<file path="src/rtl/sensor_frame_aligner.sv">
// Ingress aligner: packs three 16-bit sensor word streams into 256-bit vectors and
// presents them together as one frame, force-closing stalled lanes after a timeout.
module sensor_frame_aligner #(
  parameter int unsigned WORD_WIDTH      = 16,
  parameter int unsigned WORDS_PER_FRAME = 16,
  parameter int unsigned TIMEOUT_CYCLES  = 1024,
  parameter int unsigned CNT_W           = 16
) (
  input  logic                                  clk,
  input  logic                                  rst_n,
  input  logic [3*WORD_WIDTH-1:0]               s_data,
  input  logic [2:0]                            s_valid,
  input  logic [2:0]                            s_last,
  output logic [2:0]                            s_ready,
  output logic [WORD_WIDTH*WORDS_PER_FRAME-1:0] out_sensor1_raw,
  output logic [WORD_WIDTH*WORDS_PER_FRAME-1:0] out_sensor2_raw,
  output logic [WORD_WIDTH*WORDS_PER_FRAME-1:0] out_sensor3_raw,
  output logic                                  out_valid,
  input  logic                                  out_ready,
  output logic [2:0]                            out_missing,
  output logic [2:0]                            out_len_err,
  output logic [CNT_W-1:0]                      frame_count
);

  localparam int unsigned LANES = 3;
  localparam int unsigned IDX_W = (WORDS_PER_FRAME > 1) ? $clog2(WORDS_PER_FRAME) : 1;
  localparam int unsigned TMO_W = (TIMEOUT_CYCLES > 1) ? $clog2(TIMEOUT_CYCLES) : 1;
  localparam logic [IDX_W-1:0] LAST_IDX = IDX_W'(WORDS_PER_FRAME - 1);
  localparam logic [TMO_W-1:0] TMO_LAST = TMO_W'(TIMEOUT_CYCLES - 1);

  typedef enum logic {COLLECT = 1'b0, PRESENT = 1'b1} state_t;

  state_t state, state_next;

  logic [LANES-1:0][WORDS_PER_FRAME-1:0][WORD_WIDTH-1:0] vec_q, vec_d;
  logic [LANES-1:0][IDX_W-1:0] idx_q, idx_d;
  logic [LANES-1:0]            done_q, done_d;
  logic [LANES-1:0]            miss_q, miss_d;
  logic [LANES-1:0]            lerr_q, lerr_d;
  logic                        armed_q, armed_d;
  logic [TMO_W-1:0]            tmo_q, tmo_d;
  logic [CNT_W-1:0]            cnt_d;
  logic [LANES-1:0]            ready_d;
  logic                        valid_d;

  logic [LANES-1:0] accept;
  logic             handshake;
  logic             timeout_fire;

  assign accept       = s_valid & s_ready;
  assign handshake    = out_valid & out_ready;
  // Timer only runs once a frame has started; fires while some lane is still open.
  assign timeout_fire = (state == COLLECT) && armed_q && (tmo_q == TMO_LAST) && !(&done_q);

  always_ff @(posedge clk or negedge rst_n) begin
    if (!rst_n) begin
      state <= COLLECT;
    end else begin
      state <= state_next;
    end
  end

  always_comb begin
    state_next = state;
    case (state)
      COLLECT: if ((&done_q) || timeout_fire) state_next = PRESENT;
      PRESENT: if (handshake) state_next = COLLECT;
    endcase
  end

  always_comb begin
    vec_d   = vec_q;
    idx_d   = idx_q;
    done_d  = done_q;
    miss_d  = miss_q;
    lerr_d  = lerr_q;
    armed_d = armed_q;
    tmo_d   = tmo_q;
    cnt_d   = frame_count;
    if (state == PRESENT) begin
      if (handshake) begin
        vec_d   = '0;
        idx_d   = '0;
        done_d  = '0;
        miss_d  = '0;
        lerr_d  = '0;
        armed_d = 1'b0;
        tmo_d   = '0;
        cnt_d   = frame_count + CNT_W'(1);
      end
    end else begin
      if (armed_q) tmo_d = tmo_q + TMO_W'(1);
      if (|accept) armed_d = 1'b1;
      for (int k = 0; k < LANES; k++) begin
        if (accept[k]) begin
          vec_d[k][idx_q[k]] = s_data[k*WORD_WIDTH +: WORD_WIDTH];
          idx_d[k]           = idx_q[k] + IDX_W'(1);
          // Length error when the marker and the word count disagree.
          if (s_last[k] || (idx_q[k] == LAST_IDX)) begin
            done_d[k] = 1'b1;
            lerr_d[k] = s_last[k] != (idx_q[k] == LAST_IDX);
          end
        end
        // A lane finishing on the timeout edge counts as complete, not missing.
        if (timeout_fire && !done_d[k]) begin
          done_d[k] = 1'b1;
          miss_d[k] = 1'b1;
        end
      end
    end
    ready_d = (state_next == COLLECT) ? ~done_d : '0;
    valid_d = (state_next == PRESENT);
  end

  always_ff @(posedge clk or negedge rst_n) begin
    if (!rst_n) begin
      vec_q       <= '0;
      idx_q       <= '0;
      done_q      <= '0;
      miss_q      <= '0;
      lerr_q      <= '0;
      armed_q     <= 1'b0;
      tmo_q       <= '0;
      frame_count <= '0;
      s_ready     <= '0;
      out_valid   <= 1'b0;
    end else begin
      vec_q       <= vec_d;
      idx_q       <= idx_d;
      done_q      <= done_d;
      miss_q      <= miss_d;
      lerr_q      <= lerr_d;
      armed_q     <= armed_d;
      tmo_q       <= tmo_d;
      frame_count <= cnt_d;
      s_ready     <= ready_d;
      out_valid   <= valid_d;
    end
  end

  assign out_sensor1_raw = vec_q[0];
  assign out_sensor2_raw = vec_q[1];
  assign out_sensor3_raw = vec_q[2];
  assign out_missing     = miss_q;
  assign out_len_err     = lerr_q;

endmodule

</file>
<file path="config.mk">
export PLATFORM = sky130hd
export DESIGN_NAME = sensor_frame_aligner
export DESIGN_NICKNAME = d
export VERILOG_FILES = /design/src/rtl/sensor_frame_aligner.sv
export SDC_FILE = /design/constraint.sdc
export NUM_CORES = 1
export LEC_CHECK = 0
export CAP_MARGIN = 0
export CELL_PAD_IN_SITES_DETAIL_PLACEMENT = 1
export CELL_PAD_IN_SITES_GLOBAL_PLACEMENT = 2
export CORE_MARGIN = 4
export CORE_UTILIZATION = 31
export CTS_CLUSTER_DIAMETER = 200
export DETAILED_ROUTE_END_ITERATION = 8
export HOLD_SLACK_MARGIN = 0.03
export PLACE_DENSITY = 0.78
export SYNTH_ARGS = -nofsm -noshare
export SYNTH_HDL_FRONTEND = slang
export SYNTH_SLANG_ARGS = --single-unit
</file>
<file path="constraint.sdc">
create_clock -name clk -period 2.3 [get_ports clk]
set_input_delay 0.345 -clock clk [delete_from_list [all_inputs] [get_ports clk]]
set_output_delay 0.345 -clock clk [all_outputs]
set_load 0.03 [all_outputs]
</file>
Yosys cells after proc, flatten, opt, wreduce, memory -nomap -nowiden
Index checks and enable logic that the tools add are counted.

storage, ports and cells
  register bits = 820
  output and inout port bits = 794

cells by class
  $add $sub $neg = 5
  order comparisons = 6
  equality and inequality tests = 8
  multiplexer cells = 55
  bitwise operators = 4
  reduce and logical (&&, ||, !) cells = 42

operators with widths
  operator                                                                              number
  768-bit two-way mux                                                                   2
  256-bit bitwise mux                                                                   3
  256-bit two-way mux                                                                   3
  16-bit demux with 4-bit select                                                        3
  16-bit two-way mux                                                                    3
  10-bit two-way mux                                                                    3
  1-bit two-way mux                                                                     26
  12-bit two-way mux                                                                    2
  2-bit nonzero test                                                                    11
  3-bit two-way mux                                                                     6
  2-bit AND reduction                                                                   9
  16-bit by 1-bit adder with 16-bit output (second input constant)                      1
  4-bit by 5-bit < comparator with 1-bit output (second input constant)                 3
  4-bit by 1-bit adder with 4-bit output (second input constant)                        3
  4-bit equality test (second input constant)                                           3
  4-bit by 1-bit greater-or-equal comparator with 1-bit output (second input constant)  3
  4-bit two-way mux                                                                     3
  3-bit AND reduction                                                                   4
  10-bit by 1-bit adder with 10-bit output (second input constant)                      1
  10-bit equality test (second input constant)                                          1
  1-bit logical AND                                                                     9
  1-bit zero test                                                                       4
  1-bit logical OR                                                                      4
  3-bit AND                                                                             1
  other kinds (7)                                                                       9

Depth between registers and ports, before layout
Gate-level depths: netlist (run 1).

  depth after elaboration = 11
  mapped depth = 8

Least setup slack after synthesis (run 1)
OpenSTA, ideal clock, no wires.

  kind = reg2reg
  from = register idx_q[0] (netlist bit)
  to = register lerr_q[0], in the netlist out_len_err[0]
  setup time = 0.128 ns
  arrival = 1.950 ns
  required time = 2.172 ns
  setup slack = 0.222 ns
  cell stages (with the launch flop) = 9
  buffers on the path = 2
  period minus slack after synthesis = 2.078 ns
  path through = dfrtp_1 > ha_1 > clkbuf_1 > clkbuf_1 > nand3_1 > ha_1 > nor2_1 > mux2i_1 > o21ai_0

on the way
  longest elaborated chain between the ends = 5
  elaborated cells on any way between the ends = 8

RTL lines
  element                 line     source
  from (decl)             36       logic [LANES-1:0][IDX_W-1:0] idx_q, idx_d;
  from (signal assigned)  129      idx_q <= idx_d;
  4-bit equality test *   99, 101
  1-bit inequality test   101      lerr_d[k] = s_last[k] != (idx_q[k] == LAST_IDX);
  1-bit two-way mux       99       if (s_last[k] || (idx_q[k] == LAST_IDX)) begin
  1-bit two-way mux       95       if (accept[k]) begin
  3-bit two-way mux       80       if (state == PRESENT) begin
  to (signal assigned)    132      lerr_q <= lerr_d;
  to (decl)               39       logic [LANES-1:0] lerr_q, lerr_d;

Every way passes the cells marked *; elsewhere a longest branch is shown, timed or not. The select of a mux whose other input is x is not followed.
A chain may end at the register's enable or synchronous reset.

Worst setup path in the final report (run 1)
  from = register frame_count[6]
  to = output port frame_count[6]

RTL lines
  element                 line  source
  from (decl)             22    output logic [CNT_W-1:0] frame_count
  from (signal assigned)  135   frame_count <= cnt_d;

No word-level cell between the ends.

==> flow_summary.json, run 1 <==
{
  "vias": 26600,
  "synthArstFlopShare": 1.00,
  "synth_xor_area_frac": 0.00564,
  "antenna_left": 0,
  "drive_gt1_frac": 0.103,
  "slew_violations": 0,
  "cts_buffer_depth": 3,
  "muxShareOfSynthArea": 0.0316,
  "synth_compound_area_frac": 0.143,
  "clock_sinks": 820,
  "fillers": 11100,
  "grt_max_degree": 111,
  "num_rows": 118,
  "crit_path_start": "frame_count[6]",
  "dr.pass1.iters": 5,
  "required_ns": 1.96,
  "rsz0062_at_grt": "false",
  "cts_tree": "built",
  "synth_edf_count": 0,
  "r2r_setup_slack_ns": 0.25,
  "post_cts_buffers": 0,
  "area.growth.synth_to_final_pct": 43.7,
  "synth_fa_ha_area_frac": 0.00653,
  "htreeDepth": 3,
  "grt_overflow": 0,
  "synth-main-ff-cell": "dfrtp_1",
  "clk_latency_ns": 0.67,
  "worstMarginPinSlew_ns": 0.750,
  "start_util": 0.314,
  "wl_um": 132000,
  "min_period_over_period": 0.967,
  "fin_nets": 3812,
  "crit_end": "frame_count[6]",
  "max_cap_violations": 0,
  "dieWidth_um": 332,
  "timing.fmax_mhz": 450,
  "fp.dieH_um": 332,
  "io_buffer_count": 850,
  "synth_area_um2": 32600,
  "avgViaCountPerCell": 5.12,
  "synth_top_family_by_area": "compound AO/OA/AOI/OAI gates",
  "power_density_nw_per_um2": 974,
  "die_area_um2": 110000,
  "grt_pass1_vias": 27600,
  "numCtsBuffers": 94,
  "fin_total_pwr_mw": 45.6,
  "yosysWarnings": 0,
  "grt_pass1_wl_um": 194000,
  "reg2regPathDepth": 7,
  "synth-simple-area-share": 0.136,
  "drc": 0,
  "syn_nets": 2975,
  "critPathMaxStageDelay_ns": 0.78,
  "cp.buffers_inverters": 1,
  "syn_area_per_cell_um2": 11.2,
  "path_cells": "clkdlybuf4s50_1",
  "crit_type": "flip-flop to output port",
  "finalCriticalPeriod_ns": 2.22,
  "seq_area_frac_synth": 0.630,
  "ir_drop_v": 0.000574,
  "clkTransAtPathRegs_ns": 0.06,
  "finalHoldViolCount": 0,
  "wl_per_cell_um": 25.4,
  "dpl.hpwl_um": 93600,
  "slew_headroom": 0.500,
  "ys_ff_latch": 820,
  "slowest_stage": "clkdlybuf4s50_1",
  "cp-start-kind": "flip-flop",
  "critical-path-top-delay-family": "buffers and inverters",
  "crit_arrival_ns": 1.88,
  "rr_endpoint": "out_sensor3_raw[203]",
  "regToRegStartpoint": "out_valid",
  "ys_types": 53,
  "power.static_leakage_nw": 19.7,
  "io_pins": 851,
  "crit_path_max_fanout": 6,
  "syn_inst": 2901,
  "drt_iter0_markers": 1788,
  "finalClockSkew_ns": 0.0126,
  "outcome": "finished clean",
  "cp-end-kind": "output port",
  "finalSetupTns_ns": 0,
  "antenna_found_initial": 11,
  "grtUsageTotal": 0.231,
  "setup_violations": 0,
  "cts-root-buf": "clkbuf_16",
  "path_depth": 1,
  "min_path_type": "primary input to asynchronous set/reset pin",
  "gp_congestion": 0.789,
  "fp.coreArea_um2": 104000
}
-- cell families (layout without fill, tap and decap cells) --
| family | after synthesis | count (layout) |
|---|---|---|
| flip-flops | 820 | 820 |
| AO/OA/AOI/OAI | 749 | 749 |
| multiplexers | 103 | 103 |
| XOR/XNOR | 21 | 21 |
| other | 0 | 4 |
| AND/OR/NAND/NOR | 880 | 880 |
| adder cells (fa/ha/maj) | 17 | 17 |
| buffers and inverters | 311 | 1224 |
-- metrics by stage --
step                      setup slack [ns]  hold WS (ns)   util  area [um2]  std cells
after floorplan                      0.222        0.0494      -       32600       2901
after global placement              0.0942         0.397  0.422       43800       5021
after detailed placement            0.0313         0.396  0.422       43800       5021
after CTS                          0.00838         0.210  0.451       46800       5194
after global routing              0.000555         0.272  0.451       46800       5195
final                               0.0758         0.278  0.451       46800       5198
-- where the power goes --
group / internal, mW / total, mW / leakage [nW] / switching, mW
clock network: 8.34 / 14.7 / 1.48 / 6.34
logic: 4.49 / 14.1 / 6.85 / 9.62
registers: 15.8 / 16.8 / 11.4 / 1.02
-- cell type report --
| class | instances | area, um2 | area share |
|---|---|---|---|
| clock inverter | 35 | 283 | 0.00604 |
| multi-input combinational | 1770 | 10600 | 0.226 |
| antenna | 4 | 10.0 | 0.000214 |
| tap | 1380 | 1730 | 0.0369 |
| inverter | 14 | 52.6 | 0.00112 |
| timing repair buffer | 1038 | 10900 | 0.234 |
| sequential | 820 | 20500 | 0.438 |
| clock buffer | 137 | 2710 | 0.0579 |
-- Yosys cell counts (all sizes together) (11+ instances only) --
cell	instances	area, um2
o211ai	24	413
nand3	586	2930
nor2	24	103
nor2b	27	169
buf	191	1110
a32o	69	691
xnor2	13	114
inv	14	52.6
o2bb2ai	18	158
dfrtp	820	20500
nand2b	51	319
o21ai	597	2990
ha	17	213
nand4	12	75.1
clkbuf	106	402
nand2	149	562
mux2i	103	1030
o2111ai	11	176
-- cells in the final DEF, fill, tap and decap left out, types with 6 or more instances in the layout --
master / count
nor2_1: 21
nand2b_1: 51
o2bb2ai_1: 18
xor2_1: 8
nor2b_1: 27
dfrtp_1: 819
dlygate4sd2_1: 6
mux2i_1: 103
o21ai_0: 464
clkinv_2: 21
o21ai_1: 133
clkdlybuf4s50_1: 841
and3_1: 8
buf_4: 105
clkinvlp_4: 6
buf_12: 82
o211ai_2: 8
nand4_1: 12
nand3_1: 586
clkbuf_8: 20
nand2_1: 148
clkbuf_16: 94
a32o_1: 69
ha_1: 17
inv_1: 14
xnor2_1: 13
clkbuf_1: 23
o2111ai_2: 6
o211ai_4: 14
-- worst min-delay path by stage --
stage / start / end / slack [ns] / cells after the start
floorplan: rst_n / armed_q / 0.05 / 0
CTS: s_data[24] / out_sensor2_raw[8] / 0.21 / 3
global route: s_data[24] / out_sensor2_raw[8] / 0.27 / 3
detailed placement: rst_n / out_sensor2_raw[196] / 0.40 / 1
global placement: rst_n / out_sensor2_raw[196] / 0.40 / 1
finish: rst_n / out_sensor2_raw[196] / 0.28 / 2
-- routing by layer --
metal  routed length [um]  track usage  share of wire
met1                53300        0.283           0.40
met2                63600        0.385           0.48
met3                 9630       0.0665          0.073
met4                 5220       0.0886          0.040
met5                   63            0        0.00048
-- repair_timing --
item | CTS | global route
pin swaps | 0 | 0
gates resized for setup | 9 | 1
hold endpoints to repair | 26 | 0
hold buffers | 1 | 0
endpoints found under the setup margin | 7 | 1
-- worst register-to-register path, delay by kind of cell, from the launching register on --
family,cells,cell delay [ns]
DFF,1,0.45
buffers and inverters,3,0.78
AOI/OAI and AO/OA,2,0.32
and+or+nand+nor,2,0.36
-- state kept, by name (all words and copies together) (netlist names) --
register	count
out_missing	3
out_sensor2_raw	256
out_valid	1
out_len_err	3
out_sensor1_raw	256
tmo_q	10
frame_count	16
out_sensor3_raw	256
done_q	3
s_ready	3
idx_q	12
armed_q	1
Note: power is estimated with default switching activity, not from simulation.
==> run 2: changes to the inputs <==
- ABC_CLOCK_PERIOD_IN_PS: default -> 2150
- clock period: 2.3 -> 2.15 ns (I/O delays scaled with it)
==> run 2 against run 1 <==
Setup slack worse by 0.028 ns. Routed wire length up 0.51%. Hold slack worse by 0.14 ns. Total power up 9.0%. Global-route usage up 0.24 points. Largest cell class unchanged.
==> flow_summary.json, run 2 (synthesized netlist as in run 1, its figures left out) <==
{
  "required_ns": 1.83,
  "area.growth.synth_to_final_pct": 44.8,
  "fin_total_pwr_mw": 49.7,
  "die_area_um2": 110000,
  "htreeDepth": 3,
  "critPathMaxStageDelay_ns": 0.75,
  "crit_path_start": "out_sensor3_raw[16]",
  "grt_use_met2": 0.384,
  "cp-end-kind": "output port",
  "finalSetupTns_ns": 0,
  "fillers": 11200,
  "num_rows": 118,
  "crit_path_max_fanout": 2,
  "drt_iter0_markers": 1513,
  "power_density_nw_per_um2": 1050,
  "numCtsBuffers": 94,
  "drive_gt1_frac": 0.107,
  "path_depth": 1,
  "regToRegStartpoint": "out_valid",
  "clk_latency_ns": 0.66,
  "cts_tree": "built",
  "rsz0062_at_grt": "false",
  "post_cts_buffers": 0,
  "min_path_type": "primary input to asynchronous set/reset pin",
  "clkTransAtPathRegs_ns": 0.06,
  "slew_headroom": 0.614,
  "min_period_over_period": 0.978,
  "cts_buffer_depth": 3,
  "grt_overflow": 0,
  "grt_busiest_layer": "met2",
  "path_cells": "clkdlybuf4s50_1",
  "timing.fmax_mhz": 476,
  "dpl.hpwl_um": 94800,
  "reg2regPathDepth": 7,
  "finalClockSkew_ns": 0.0150,
  "final_common_cell": "dfrtp_1",
  "grt_max_degree": 101,
  "grt_use_met3": 0.0669,
  "avgViaCountPerCell": 5.19,
  "outcome": "finished clean",
  "max_cap_violations": 0,
  "slew_violations": 0,
  "start_util": 0.314,
  "fp.dieH_um": 332,
  "clock_sinks": 820,
  "finalCriticalPeriod_ns": 2.10,
  "cts-root-buf": "clkbuf_16",
  "slowest_stage": "clkdlybuf4s50_1",
  "grt_pass1_vias": 28300,
  "fin_nets": 3833,
  "cp-start-kind": "flip-flop",
  "dieWidth_um": 332,
  "fin_area_um2": 47200,
  "met1_usage": 0.279,
  "io_pins": 851,
  "postPlaceCellArea_um2": 44100,
  "vias": 27100,
  "fp.coreArea_um2": 104000,
  "setup_violations": 0,
  "cp.buffers_inverters": 1,
  "antenna_left": 0,
  "critical-path-top-delay-family": "buffers and inverters",
  "dr.pass1.iters": 6,
  "ir_drop_v": 0.000596,
  "layout_common_cells": "dfrtp_1 (819), clkdlybuf4s50_1 (733), nand3_1 (586), o21ai_0 (464), nand2_1 (148)",
  "io_buffer_count": 850,
  "crit_arrival_ns": 1.78,
  "finalHoldViolCount": 0,
  "worstMarginPinSlew_ns": 0.580,
  "grtUsageTotal": 0.233,
  "wl_um": 132000,
  "gp_congestion": 0.810,
  "power.static_leakage_nw": 20.6,
  "drc": 0,
  "antenna_found_initial": 12,
  "grt_pass1_wl_um": 195000,
  "wl_per_cell_um": 25.4,
  "crit_type": "flip-flop to output port"
}
-- run 2: cell count changes in the layout (fill, tap and decap cells not counted), sizes merged, moves of 6 or more --
cell,before,now
dlygate4sd2,6,98
dlymetal6s2s,1,16
clkinv,22,14
clkdlybuf4s50,841,733
buf,188,211
bufinv,1,7
-- run 2: power by group --
group | switching, mW | internal [mW] | total (mW)
clock | 6.69 | 9.79 | 16.5
combinational | 10.3 | 4.88 | 15.2
sequential | 1.13 | 16.9 | 18.0
-- run 2: final cells by class --
type                            count  area [um2]  share of cell area
Sequential cell                   820       20500               0.435
Timing Repair Buffer             1059       11100               0.236
Multi-Input combinational cell   1770       10600               0.224
Clock buffer                      140        2790              0.0591
Tap cell                         1380        1730              0.0366
Clock inverter                     28         368             0.00780
Inverter                           14        52.6             0.00111
Antenna cell                        4        10.0            0.000212
-- run 2: layer usage --
layer / part of all wire / vias to the layer above
met5: 0.00046 / -
li1: - / 12100
met4: 0.054 / 10
met1: 0.40 / 13800
met2: 0.48 / 874
met3: 0.070 / 272
-- run 2: path summary, 6_finish.rpt --
kind	to	slack, ns
hold reg to reg	tmo_q[9]	0.49
min in group clk	out_sensor2_raw[6]	0.26
hold / removal	out_sensor2_raw[196]	0.14
setup / recovery	out_sensor3_raw[16]	0.05
setup reg to reg	out_sensor3_raw[198]	0.14
max in group asynchronous	out_sensor1_raw[192]	1.01
-- run 2: stage by stage --
stage | hold WS [ns] | setup slack (ns) | instances | utilization
floorplan | 0.0269 | 0.0721 | 2901 | -
global placement | 0.248 | 0.0622 | 5042 | 0.424
detailed placement | 0.248 | -0.0387 | 5042 | 0.424
CTS | 0.113 | 0.0000471 | 5211 | 0.453
global route | 0.133 | 0.0000550 | 5213 | 0.454
finish | 0.137 | 0.0479 | 5215 | 0.454
-- run 2: what timing repair did --
action	CTS	global route
resized for setup	105	16
setup endpoints to repair	99	16
hold buffers	1	0
hold endpoints to repair	359	0
